===== config.mk =====
export PLATFORM = sky130hd
export DESIGN_NAME = alu_operand_b_stage
export DESIGN_NICKNAME = d
export VERILOG_FILES = /design/src/rtl/cpu_pkg.sv /design/src/rtl/imm_expand.sv /design/src/rtl/alu_operand_b_stage.sv
export SDC_FILE = /design/constraint.sdc
export NUM_CORES = 1
export LEC_CHECK = 0
export ABC_AREA = 1
export BUFFER_PORTS_ARGS = -buffer_cell sky130_fd_sc_hd__buf_4
export CAP_MARGIN = 10
export CORE_ASPECT_RATIO = 2
export CORE_UTILIZATION = 48
export CTS_CLUSTER_DIAMETER = 80
export DETAILED_ROUTE_END_ITERATION = 10
export PLACE_DENSITY_LB_ADDON = 0.3
export SYNTH_ARGS = -nofsm -noshare
export SYNTH_HDL_FRONTEND = slang
export SYNTH_HIERARCHICAL = 1
export SYNTH_SLANG_ARGS = --single-unit

===== constraint.sdc =====
create_clock -name clk -period 1.9 [get_ports clk]
set_clock_uncertainty 0.05 [all_clocks]
set_input_delay 0.095 -clock clk [delete_from_list [all_inputs] [get_ports clk]]
set_output_delay 0.095 -clock clk [all_outputs]
set_load 0.02 [all_outputs]

===== src/rtl/cpu_pkg.sv =====
// Shared CPU datapath definitions: immediate expansion modes and default widths.
package cpu_pkg;

    localparam int unsigned DATA_W_DEFAULT = 32;
    localparam int unsigned IMM_W_DEFAULT  = 16;

    typedef enum logic [1:0] {
        IMM_REG   = 2'd0,
        IMM_SEXT  = 2'd1,
        IMM_ZEXT  = 2'd2,
        IMM_UPPER = 2'd3
    } imm_mode_e;

endpackage


===== src/rtl/imm_expand.sv =====
// Combinational immediate expansion to datapath width; shared by operand and branch-target paths.
module imm_expand
    import cpu_pkg::*;
#(
    parameter int unsigned DATA_W = DATA_W_DEFAULT,
    parameter int unsigned IMM_W  = IMM_W_DEFAULT
) (
    input  logic [IMM_W-1:0]  imm,
    input  imm_mode_e         imm_mode,
    output logic [DATA_W-1:0] ext
);

    localparam int unsigned PAD_W = DATA_W - IMM_W;

    always_comb begin
        ext = '0;
        case (imm_mode)
            IMM_SEXT:  ext = {{PAD_W{imm[IMM_W-1]}}, imm};
            IMM_ZEXT:  ext = {{PAD_W{1'b0}}, imm};
            IMM_UPPER: ext = {imm, {PAD_W{1'b0}}};
            default:   ext = '0;
        endcase
    end

endmodule


===== src/rtl/alu_operand_b_stage.sv =====
// EX-stage operand-B select (register, forwarding or expanded immediate) held in a
// one-deep valid/ready slot with flush and a sticky out-of-range select flag.
module alu_operand_b_stage
    import cpu_pkg::*;
#(
    parameter  int unsigned DATA_W  = DATA_W_DEFAULT,
    parameter  int unsigned IMM_W   = IMM_W_DEFAULT,
    parameter  int unsigned NUM_FWD = 3,
    localparam int unsigned SEL_W   = $clog2(NUM_FWD + 1)
) (
    input  logic                      clk,
    input  logic                      rst,
    input  logic                      in_valid,
    output logic                      in_ready,
    input  logic [DATA_W-1:0]         qb,
    input  logic [SEL_W-1:0]          fwd_sel,
    input  logic [NUM_FWD*DATA_W-1:0] fwd_data,
    input  logic [IMM_W-1:0]          imm,
    input  logic [1:0]                imm_mode,
    input  logic                      flush,
    output logic                      out_valid,
    input  logic                      out_ready,
    output logic [DATA_W-1:0]         b_out,
    output logic                      sel_err
);

    imm_mode_e         mode;
    logic [DATA_W-1:0] imm_ext;
    logic [DATA_W-1:0] fwd_val;
    logic              fwd_bad;
    logic [DATA_W-1:0] src;
    logic              accept;

    logic              valid_q, valid_d;
    logic [DATA_W-1:0] b_q,     b_d;
    logic              err_q,   err_d;

    assign mode = imm_mode_e'(imm_mode);

    imm_expand #(
        .DATA_W (DATA_W),
        .IMM_W  (IMM_W)
    ) u_imm_expand (
        .imm      (imm),
        .imm_mode (mode),
        .ext      (imm_ext)
    );

    // Out-of-range selects fall back to the register-file value.
    always_comb begin
        fwd_val = qb;
        for (int unsigned k = 1; k <= NUM_FWD; k++) begin
            if (fwd_sel == SEL_W'(k)) begin
                fwd_val = fwd_data[k*DATA_W-1 -: DATA_W];
            end
        end
        fwd_bad = (32'(fwd_sel) > NUM_FWD);
    end

    assign src      = (mode == IMM_REG) ? fwd_val : imm_ext;
    assign in_ready = !valid_q || out_ready;
    assign accept   = in_valid && in_ready && !flush;

    always_comb begin
        valid_d = valid_q;
        b_d     = b_q;
        err_d   = err_q | (accept && (mode == IMM_REG) && fwd_bad);
        if (flush) begin
            valid_d = 1'b0;
        end else if (accept) begin
            valid_d = 1'b1;
            b_d     = src;
        end else if (out_ready) begin
            valid_d = 1'b0;
        end
    end

    always_ff @(posedge clk) begin
        if (rst) begin
            valid_q <= 1'b0;
            b_q     <= '0;
            err_q   <= 1'b0;
        end else begin
            valid_q <= valid_d;
            b_q     <= b_d;
            err_q   <= err_d;
        end
    end

    assign out_valid = valid_q;
    assign b_out     = b_q;
    assign sel_err   = err_q;

endmodule


Yosys cells after proc, flatten, opt, wreduce, memory -nomap -nowiden
Index checks and enable logic that the tools add are counted.
{"block": "totals", "reg_bits": 33, "latchBits": 0, "ram_bits": 0, "mem_bits_ro": 0, "inputBits": 153, "out_inout_bits": 35, "word_cells": 25, "n_memories": 0}
{"block": "classes", "add_sub_neg": 0, "mul": 0, "div": 0, "order_cmp": 0, "n_eq_ne": 6, "n_shift": 0, "muxes": 7, "bitwise": 1, "reduce_logical": 9}
{"operator": "$mux 32", "n": 4}
{"operator": "$pmux 32 s3", "n": 1}
{"operator": "$eq 2x2->1 const B", "n": 4}
{"operator": "$eq 2x1->1 const B", "n": 2}
{"operator": "$logic_and 1x1->1", "n": 2}
{"operator": "$logic_not 1->1", "n": 2}
{"operator": "$logic_not 2->1", "n": 1}
{"operator": "$mux 1", "n": 2}
{"operator": "$reduce_and 2->1", "n": 1}
{"operator": "$reduce_bool 2->1", "n": 1}
{"operator": "$reduce_or 2->1", "n": 1}
{"operator": "$logic_or 1x1->1", "n": 1}
{"operator": "$not 1->1", "n": 1}

Depth between registers and ports, before layout
Gate-level depths: netlist of the first run.
{"block": "logic_depth", "word_depth": 5, "depth_mapped": 8, "mapped_depth_nobuf": 7}

Cells and area by module
Netlist of the first run, hierarchy kept.
{"module": "alu_operand_b_stage", "n_inst": 1, "cells_each": 493, "area_per_inst_um2": 2791.4, "seq_area_each_um2": 660.6}
{"module": "imm_expand", "n_inst": 1, "cells_each": 92, "area_per_inst_um2": 426.7, "seq_area_each_um2": 0.0}

Least setup slack after synthesis of the first run
No wires, ideal clock.
{"block": "synth_timing", "path_kind": "reg-to-reg", "start": "register valid_q (netlist: out_valid)", "end": "register b_q[10] (netlist: b_out[10])", "setup_ns": 0.066, "t_arrival_ns": 1.224, "t_required_ns": 1.784, "setup_slack_ns": 0.560, "path_stages_with_launch": 6, "path_buffers": 1, "period_less_slack_ns": 1.340, "path_cell_list": "dfxtp_1 nand2_2 nand3b_4 clkbuf_1 a21oi_1 a21oi_2"}
{"block": "synth_via", "elab_chain_cells": 5}
{"item": "start: declaration", "line_no": "alu_operand_b_stage.sv:34", "text": "logic valid_q, valid_d;"}
{"item": "start signal: assignment", "line_no": "alu_operand_b_stage.sv:84", "text": "valid_q <= valid_d;"}
{"item": "$logic_not 1->1", "line_no": "alu_operand_b_stage.sv:61", "text": "assign in_ready = !valid_q || out_ready;"}
{"item": "$logic_or 1x1->1", "line_no": "alu_operand_b_stage.sv:61"}
{"item": "via in_ready", "line_no": "alu_operand_b_stage.sv:14", "text": "output logic in_ready,"}
{"item": "$logic_and 1x1->1 (2 in a row)", "line_no": "alu_operand_b_stage.sv:62", "text": "assign accept = in_valid && in_ready && !flush;"}
{"item": "$reduce_and 2->1 (no line)"}
{"item": "end signal: assignment", "line_no": "alu_operand_b_stage.sv:81", "text": "b_q <= '0;"}
{"item": "end signal: assignment", "line_no": "alu_operand_b_stage.sv:85", "text": "b_q <= b_d;"}
{"item": "end: declaration", "line_no": "alu_operand_b_stage.sv:35", "text": "logic [DATA_W-1:0] b_q, b_d;"}
The timed path passes the listed nets, and every way through them passes these cells.
A chain may end at the register's enable or synchronous reset.

Worst setup path in the final report of the first run
{"block": "layout_timing", "start": "register valid_q (netlist: out_valid)", "end": "register valid_q (netlist: out_valid)"}
{"block": "layout_via", "elab_chain_cells": 5, "word_cells_on_any_way": 6, "cone_classes": "1 x mux; 5 x reduce/logical"}
{"item": "$logic_not 1->1 (*)", "line_no": "alu_operand_b_stage.sv:61"}
{"item": "$logic_or 1x1->1 (*)", "line_no": "alu_operand_b_stage.sv:61"}
{"item": "$logic_and 1x1->1 (*) (2 in a row)", "line_no": "alu_operand_b_stage.sv:62"}
{"item": "$mux 1 / $reduce_bool 2->1 (equally long branches)"}
Every way passes the cells marked *; elsewhere a longest branch is shown, timed or not.

==> flow_summary.yaml, run 1 <==
yosys:
  ys_warn_count: 6
  ys_seq_area_frac: 0.205
  synth_area_mm2: 0.00322
  async_reset_ff_frac: 0
  synth-seq-cells: 33
  ys.flop_type: "dfxtp_1"
  syn_inst: 585
  syn_area_per_cell_um2: 5.50
  synth_edf_count: 0
  ys_types: 20
  synth_fp_nets: 738
floorplan:
  dieArea_mm2: 0.00706
  rows: 41
  core-area_mm2: 0.00641
  ios: 188
  die_w_um: 59.9
  die_h_um: 118
  initial_core_util: 0.502
sta:
  fmaxAchievable_mhz: 581
  setup_viol: 0
  setup_ws_ns: 0.179
  period_share: 0.906
  fin_crit_ns: 1.72
  hold_violations: 0
  totalNegativeSetupSlack_ns: 0
  drv_slew: 0
  grt_setup_unrepaired: "no"
pwr:
  pwr-share-comb: 0.379
  netSwitchingFraction: 0.328
  pwr-share-seq: 0.317
  leakage_nw: 2.64
  switching_power_mw: 0.795
  clkPwrFrac: 0.304
  p_per_area_mw_per_mm2: 513
  intPower_mw: 1.63
  ir_worst_vdd_v: 0.000363
placement:
  dp_hpwl_mm: 9.74
  gp_congestion: 0.892
  io_buffer_count: 186
  placed_area_mm2: 0.00458
  dp_slack_ns: 0.473
clock_network:
  hold_buffers: 2
  clock_insertion_delay_worst_skew_ns: 0.27
  post_cts.repair.setup_buffers: 0
  clk_pin_slew_ns: 0.05
  h-tree-depth: 2
  cts.path.max_buffers: 2
  numCtsBuffers: 5
  cts_resized: 0
  cts_tree: "built"
  clock_sinks: 33
  clockRootBuffer: "clkbuf_16"
grt:
  globalRouteOverflowTotal: 0
  grt_usage: 0.355
  grt_pass1_vias: 4287
  antenna_found_initial: 0
  grt_pass1_wl_mm: 19.1
  grt_max_degree: 65
worst_setup_path:
  crit_fanout: 33
  r2r_slack_ns: 0.18
  cp-start-kind: "flop"
  worstPathRequired_ns: 2.00
  critPathTopFamily: "buffers and inverters"
  crit_path_max_incr_delay_ns: 0.58
  end_kind: "flop"
  r2r_end: "out_valid"
  crit_chain: "nand2_2 -> nand3b_4 -> buf_4 -> a211oi_1 -> dlygate4sd3_1"
  cp_slowest_cell: "dlygate4sd3_1"
  worstSetupPathType: "reg2reg"
  r2r_start: "out_valid"
  cp-startpoint: "out_valid"
  arrival_ns: 1.82
  worst-path-buf-inv: 2
  reg2regPathDepth: 5
  crit_path_end: "out_valid"
  cp_num_cells: 5
drt:
  vias_per_cell: 5.42
  drc: 0
  antenna_left: 0
  wirelength_mm: 12.4
  drtIter0Drc: 302
  drt-wirelength-per-cell_um: 15.0
  dr.pass1.iters: 5
  num_vias: 4495
final_layout:
  final_common_cell: "buf_4"
  syn_to_final_growth_pct: 47.0
  drive_gt1_frac: 0.315
  fill_cells: 592
  multi_input_area_mm2: 0.00206
  num_antenna_cells: 0
  final-seq-area_um2: 661
  design_area_mm2: 0.00473
  final_net_count: 897
  final_cell_mix: "buf_4 (198), nand2_1 (127), nand3_1 (100)"
worst_hold_path:
  hold_start: "fwd_data[93]"
  hp-class: "in2reg"
status:
  outcome: "finished clean"
flow_run:
  drv_cap: 0
==> final cells by class <==
| type | instances | area share |
|---|---|---|
| flip-flops and latches | 33 | 0.140 |
| well taps | 86 | 0.0227 |
| inverters | 67 | 0.0531 |
| clock buffers | 5 | 0.0264 |
| repair buffers | 201 | 0.323 |
| clock inverters | 1 | 0.00106 |
| multi-input cells | 436 | 0.434 |
==> flip-flops by register name, summed over array words and instances, names as in the netlist <==
name	cells
out_valid	1
b_out	32
==> cell families after synthesis <==
logic type             count (synthesis)  share of synthesized area
AO/OA/AOI/OAI                        129                      0.213
buffers and inverters                116                      0.156
flip-flops                            33                      0.205
other                                  1                    0.00117
AND/OR/NAND/NOR                      306                      0.425
==> per-layer routing <==
metal | part of all wire | global-route usage | up-vias
li1 | - | - | 2204
met1 | 0.33 | 0.321 | 1980
met2 | 0.54 | 0.641 | 242
met3 | 0.061 | 0.0780 | 69
met4 | 0.077 | 0.254 | 0
met5 | 0 | 0 | -
==> power groups by stage <==
stage	sequential (mW)	clock (mW)	combinational, mW
after floorplan	0.832	0	0.422
after global placement	0.779	0	0.893
after detailed placement	0.781	0	0.905
after CTS	0.768	0.741	0.911
after global routing	0.772	0.772	1.00
final	0.769	0.737	0.920
==> synth_stat cells (5+ instances only) <==
library cell  instances  area [um2]
a21oi_1              54         270
nand3_2              11         110
nor2_1               64         240
buf_4                 7        52.6
o21ai_0              59         295
o21ai_1               5        25.0
buf_2                20         100
clkbuf_1             20        75.1
a21oi_2              10        87.6
nand2_1             127         477
nand3_1             100         500
dfxtp_1              33         661
inv_1                63         236
==> stage by stage <==
step / total power, mW / cells / hold WS [ns] / util
floorplan: 1.25 / 585 / 0.118 / -
global placement: 1.67 / 821 / 0.213 / 0.715
detailed placement: 1.69 / 821 / 0.226 / 0.715
CTS: 2.42 / 829 / 0.151 / 0.738
global route: 2.54 / 829 / 0.190 / 0.738
finish: 2.43 / 829 / 0.145 / 0.738
==> worst register-to-register path, cell delays in order (launching register included) <==
cell and delay (ns):
dfxtp_1 0.35, nand2_2 0.10, nand3b_4 0.09, buf_4 0.31
a211oi_1 0.12, dlygate4sd3_1 0.58
==> worst min-delay path by stage <==
stage / end / depth (start not counted)
after floorplan: out_valid / 1
after global placement: out_valid / 2
after detailed placement: out_valid / 2
after CTS: b_out[29] / 5
after global routing: b_out[30] / 5
final: b_out[29] / 5
No activity file was read; power rests on OpenSTA's default activity.
==> run 2, diff against run 1 <==
--- a/constraint.sdc
+++ b/constraint.sdc
@@ -3,3 +3,3 @@
 set_input_delay 0.095 -clock clk [delete_from_list [all_inputs] [get_ports clk]]
 set_output_delay 0.095 -clock clk [all_outputs]
-set_load 0.02 [all_outputs]
+set_load 0.1 [all_outputs]
==> run 2 against run 1 <==
Register-to-register slack improved by 0.03 ns. Sequential power about the same. Sequential share of layout area about the same. Combinational power increased by 30%.
==> flow_summary.yaml, run 2 (synthesis results as in run 1) <==
status:
  outcome: "finished clean"
worst_setup_path:
  worstPathRequired_ns: 2.01
  end_kind: "flop"
  r2r_start: "out_valid"
  crit_fanout: 33
  worstSetupPathType: "reg2reg"
  cp-startpoint: "out_valid"
  cp-start-kind: "flop"
  r2r_slack_ns: 0.21
  arrival_ns: 1.80
clock_network:
  clk_pin_slew_ns: 0.05
  clock_sinks: 33
  clock_insertion_delay_worst_skew_ns: 0.27
  cts_resized: 0
  cts_tree: "built"
  numCtsBuffers: 5
  clockRootBuffer: "clkbuf_16"
  post_cts.repair.setup_buffers: 0
  h-tree-depth: 2
  cts.path.max_buffers: 2
pwr:
  netSwitchingFraction: 0.378
  switching_power_mw: 1.10
  p_per_area_mw_per_mm2: 615
  pwr-share-seq: 0.263
  clkPwrFrac: 0.325
  intPower_mw: 1.81
  leakage_nw: 2.65
  pwr-share-comb: 0.411
  p_total_mw: 2.92
  ir_worst_vdd_v: 0.000463
placement:
  dp_hpwl_mm: 9.78
  dp_slack_ns: 0.405
  io_buffer_count: 186
  gp_congestion: 0.892
sta:
  drv_slew: 0
  period_share: 0.890
  fmaxAchievable_mhz: 592
  totalNegativeSetupSlack_ns: 0
  grt_setup_unrepaired: "no"
  fin_crit_ns: 1.69
  hold_violations: 0
  setup_viol: 0
  setup_ws_ns: 0.209
drt:
  dr.pass1.iters: 5
  antenna_left: 0
  wirelength_mm: 12.7
  drt-wirelength-per-cell_um: 15.3
  vias_per_cell: 5.44
  num_vias: 4504
  drtIter0Drc: 449
  drc: 0
final_layout:
  final_cell_mix: "buf_4 (196), nand2_1 (127), nand3_1 (100)"
  final_common_cell: "buf_4"
  largest_reg_flops: 32
  num_antenna_cells: 0
  final_net_count: 894
  fill_cells: 569
  utilization: 0.740
  syn_to_final_growth_pct: 47.5
  drive_gt1_frac: 0.314
floorplan:
  rows: 41
  core-area_mm2: 0.00641
  ios: 188
  dieArea_mm2: 0.00706
  initial_core_util: 0.502
  die_w_um: 59.9
  die_h_um: 118
grt:
  antenna_found_initial: 0
  globalRouteOverflowTotal: 0
  grt_max_degree: 43
  grt_usage: 0.368
  grt_pass1_vias: 4441
  grt_pass1_wl_mm: 19.7
worst_hold_path:
  hp-class: "in2reg"
  hold_start: "fwd_data[85]"
flow_run:
  drv_cap: 0
## run 2: stage by stage
step / cell area (um2) / hold slack, ns / instances
floorplan: 3220 / 0.110 / 585
global placement: 4550 / 0.205 / 818
detailed placement: 4550 / 0.208 / 818
CTS: 4750 / 0.143 / 828
global route: 4750 / 0.187 / 828
finish: 4750 / 0.139 / 828
## run 2: cell type report
type,count,area (um2),area share
timing repair buffer,198,1490,0.314
clock inverter,1,30.0,0.00633
clock buffer,7,143,0.0301
multi-input combinational,436,2060,0.434
inverter,67,251,0.0530
tap,86,108,0.0227
sequential,33,662,0.139
## run 2: path summary, 6_finish.rpt
kind	end	depth (start not counted)
min	b_out[21]	5
max	out_valid	5
max reg2reg	out_valid	5
min reg2reg	b_out[29]	2
## run 2: critical path, cell delays in order, from the launching register on
cell and delay (ns):
dfxtp_2 0.35, nand2_4 0.07, nand3b_4 0.08, buf_4 0.32
a211oi_1 0.13, dlygate4sd3_1 0.58
## run 2: power by group through the flow
stage	Combinational, mW	Sequential [mW]	Clock [mW]
finish	1.20	0.768	0.950
global route	1.28	0.772	0.985
detailed placement	1.19	0.781	0
CTS	1.19	0.768	0.953
global placement	1.17	0.780	0
floorplan	0.432	1.11	0
## run 2: timing repair
| action | CTS | global route |
|---|---|---|
| endpoints found under the hold margin | 1 | 0 |
| setup endpoints to repair | 0 | 0 |
| hold buffers | 2 | 0 |
## run 2: per-layer routing
metal,GRT usage,share of wire,vias up,routed length [um]
met5,0,0,-,0
met4,0.324,0.10,0,1300
met3,0.0714,0.065,87,825
met2,0.640,0.52,246,6580
met1,0.335,0.31,1974,3990
li1,-,-,2197,-
==> run 3, diff against run 2 <==
==> constraint.sdc (replaced) <==
create_clock -name clk -period 1.9 [get_ports clk]
set_clock_uncertainty 0.05 [all_clocks]
set_input_delay 0.285 -clock clk [delete_from_list [all_inputs] [get_ports clk]]
set_output_delay 0.285 -clock clk [all_outputs]
set_load 0.1 [all_outputs]
==> run 3 against run 2 <==
Die area unchanged. Critical endpoint is now b_out[5]. Worst setup slack better by 0.32 ns. Highest routed layer unchanged. Clock power down 18%.
==> flow_summary.yaml, run 3 (synthesis results as in run 1) <==
status:
  outcome: "finished clean"
clock_network:
  clock_sinks: 33
  h-tree-depth: 2
  hold_buffers: 0
  clk_pin_slew_ns: 0.05
  clockRootBuffer: "clkbuf_16"
  cts_tree: "built"
  cts_resized: 0
  post_cts.repair.setup_buffers: 0
  clock_insertion_delay_worst_skew_ns: 0.27
  cts.path.max_buffers: 2
  numCtsBuffers: 5
placement:
  place_inst: 820
  dp_slack_ns: 0.307
  io_buffer_count: 186
  gp_congestion: 0.894
  dp_hpwl_mm: 9.72
  placed_area_mm2: 0.00457
final_layout:
  final_net_count: 894
  utilization: 0.735
  final_cells: 827
  final_common_cell: "buf_4"
  largest_reg_flops: 32
  design_area_mm2: 0.00471
  num_antenna_cells: 0
  drive_gt1_frac: 0.316
  final_cell_mix: "buf_4 (198), nand2_1 (127), nand3_1 (100)"
  syn_to_final_growth_pct: 46.4
grt:
  antenna_found_initial: 0
  grt_pass1_wl_mm: 20.0
  grt_pass1_vias: 4285
  globalRouteOverflowTotal: 0
  grt_usage: 0.368
  grt_max_degree: 41
pwr:
  p_total_mw: 2.75
  p_per_area_mw_per_mm2: 585
  leakage_nw: 2.63
  ir_worst_vdd_v: 0.000566
worst_setup_path:
  cp-start-kind: "primary input"
  cp_slowest_cell: "buf_4"
  crit_top_cell: "nand2_1"
  worstSetupPathType: "in2reg"
  r2r_slack_ns: 0.57
  r2r_start: "out_valid"
  worst-path-buf-inv: 3
  arrival_ns: 1.53
  worstPathRequired_ns: 2.06
  cp-startpoint: "fwd_sel[0]"
  critPathTopFamily: "buffers and inverters"
  crit_chain: "buf_4 -> inv_1 -> nand2_1 -> buf_4 -> nand3_1 -> nand2_1 -> nand2_1 -> a21oi_2"
  crit_path_max_incr_delay_ns: 0.31
  crit_fanout: 32
  end_kind: "flop"
drt:
  drc: 0
  antenna_left: 0
  wirelength_mm: 12.6
  num_vias: 4429
  dr.pass1.iters: 6
  drtIter0Drc: 418
  vias_per_cell: 5.36
  drt-wirelength-per-cell_um: 15.3
worst_hold_path:
  hold_start: "rst"
  hp-class: "in2reg"
floorplan:
  die_w_um: 59.9
  dieArea_mm2: 0.00706
  initial_core_util: 0.502
  die_h_um: 118
  rows: 41
  core-area_mm2: 0.00641
  ios: 188
sta:
  drv_slew: 0
  totalNegativeSetupSlack_ns: 0
  grt_setup_unrepaired: "no"
  fmaxAchievable_mhz: 731
  setup_viol: 0
  hold_ws_ns: 0.119
  setup_ws_ns: 0.531
  hold_violations: 0
  fin_crit_ns: 1.37
  period_share: 0.720
flow_run:
  drv_cap: 0
[run 3: changes by cell type in the layout (fill, tap and decap cells not counted), sizes merged]
cell and delta:
buf +2, bufinv -1, dlygate4sd3 -2
[run 3: power breakdown]
| group | switching, mW | internal, mW | total [mW] |
|---|---|---|---|
| combinational | 0.787 | 0.419 | 1.21 |
| clock | 0.266 | 0.513 | 0.779 |
| sequential | 0.0271 | 0.741 | 0.768 |
[run 3: path summary, 6_finish.rpt]
check | end | cells after the start
max | b_out[5] | 8
min | out_valid | 2
min reg2reg | out_valid | 2
max reg2reg | b_out[15] | 5
[run 3: worst register-to-register path, stage by stage (launching register included)]
cell	delay, ns
dfxtp_2	0.33
nand2_4	0.09
nand3b_4	0.08
inv_2	0.37
o21ai_0	0.20
a21oi_1	0.14
[run 3: final cells by class]
class                   instances  area, um2
clock buffers                   7        143
fillers                       601       1700
inverters                      67        251
multi-input cells             436       2060
flip-flops and latches         33        662
well taps                      86        108
repair buffers                198       1490
[run 3: per-layer routing]
layer  global-route usage  share of wire
met5                    0              0
met4                0.173          0.047
met3               0.0758          0.064
met2                0.681           0.56
met1                0.364           0.33
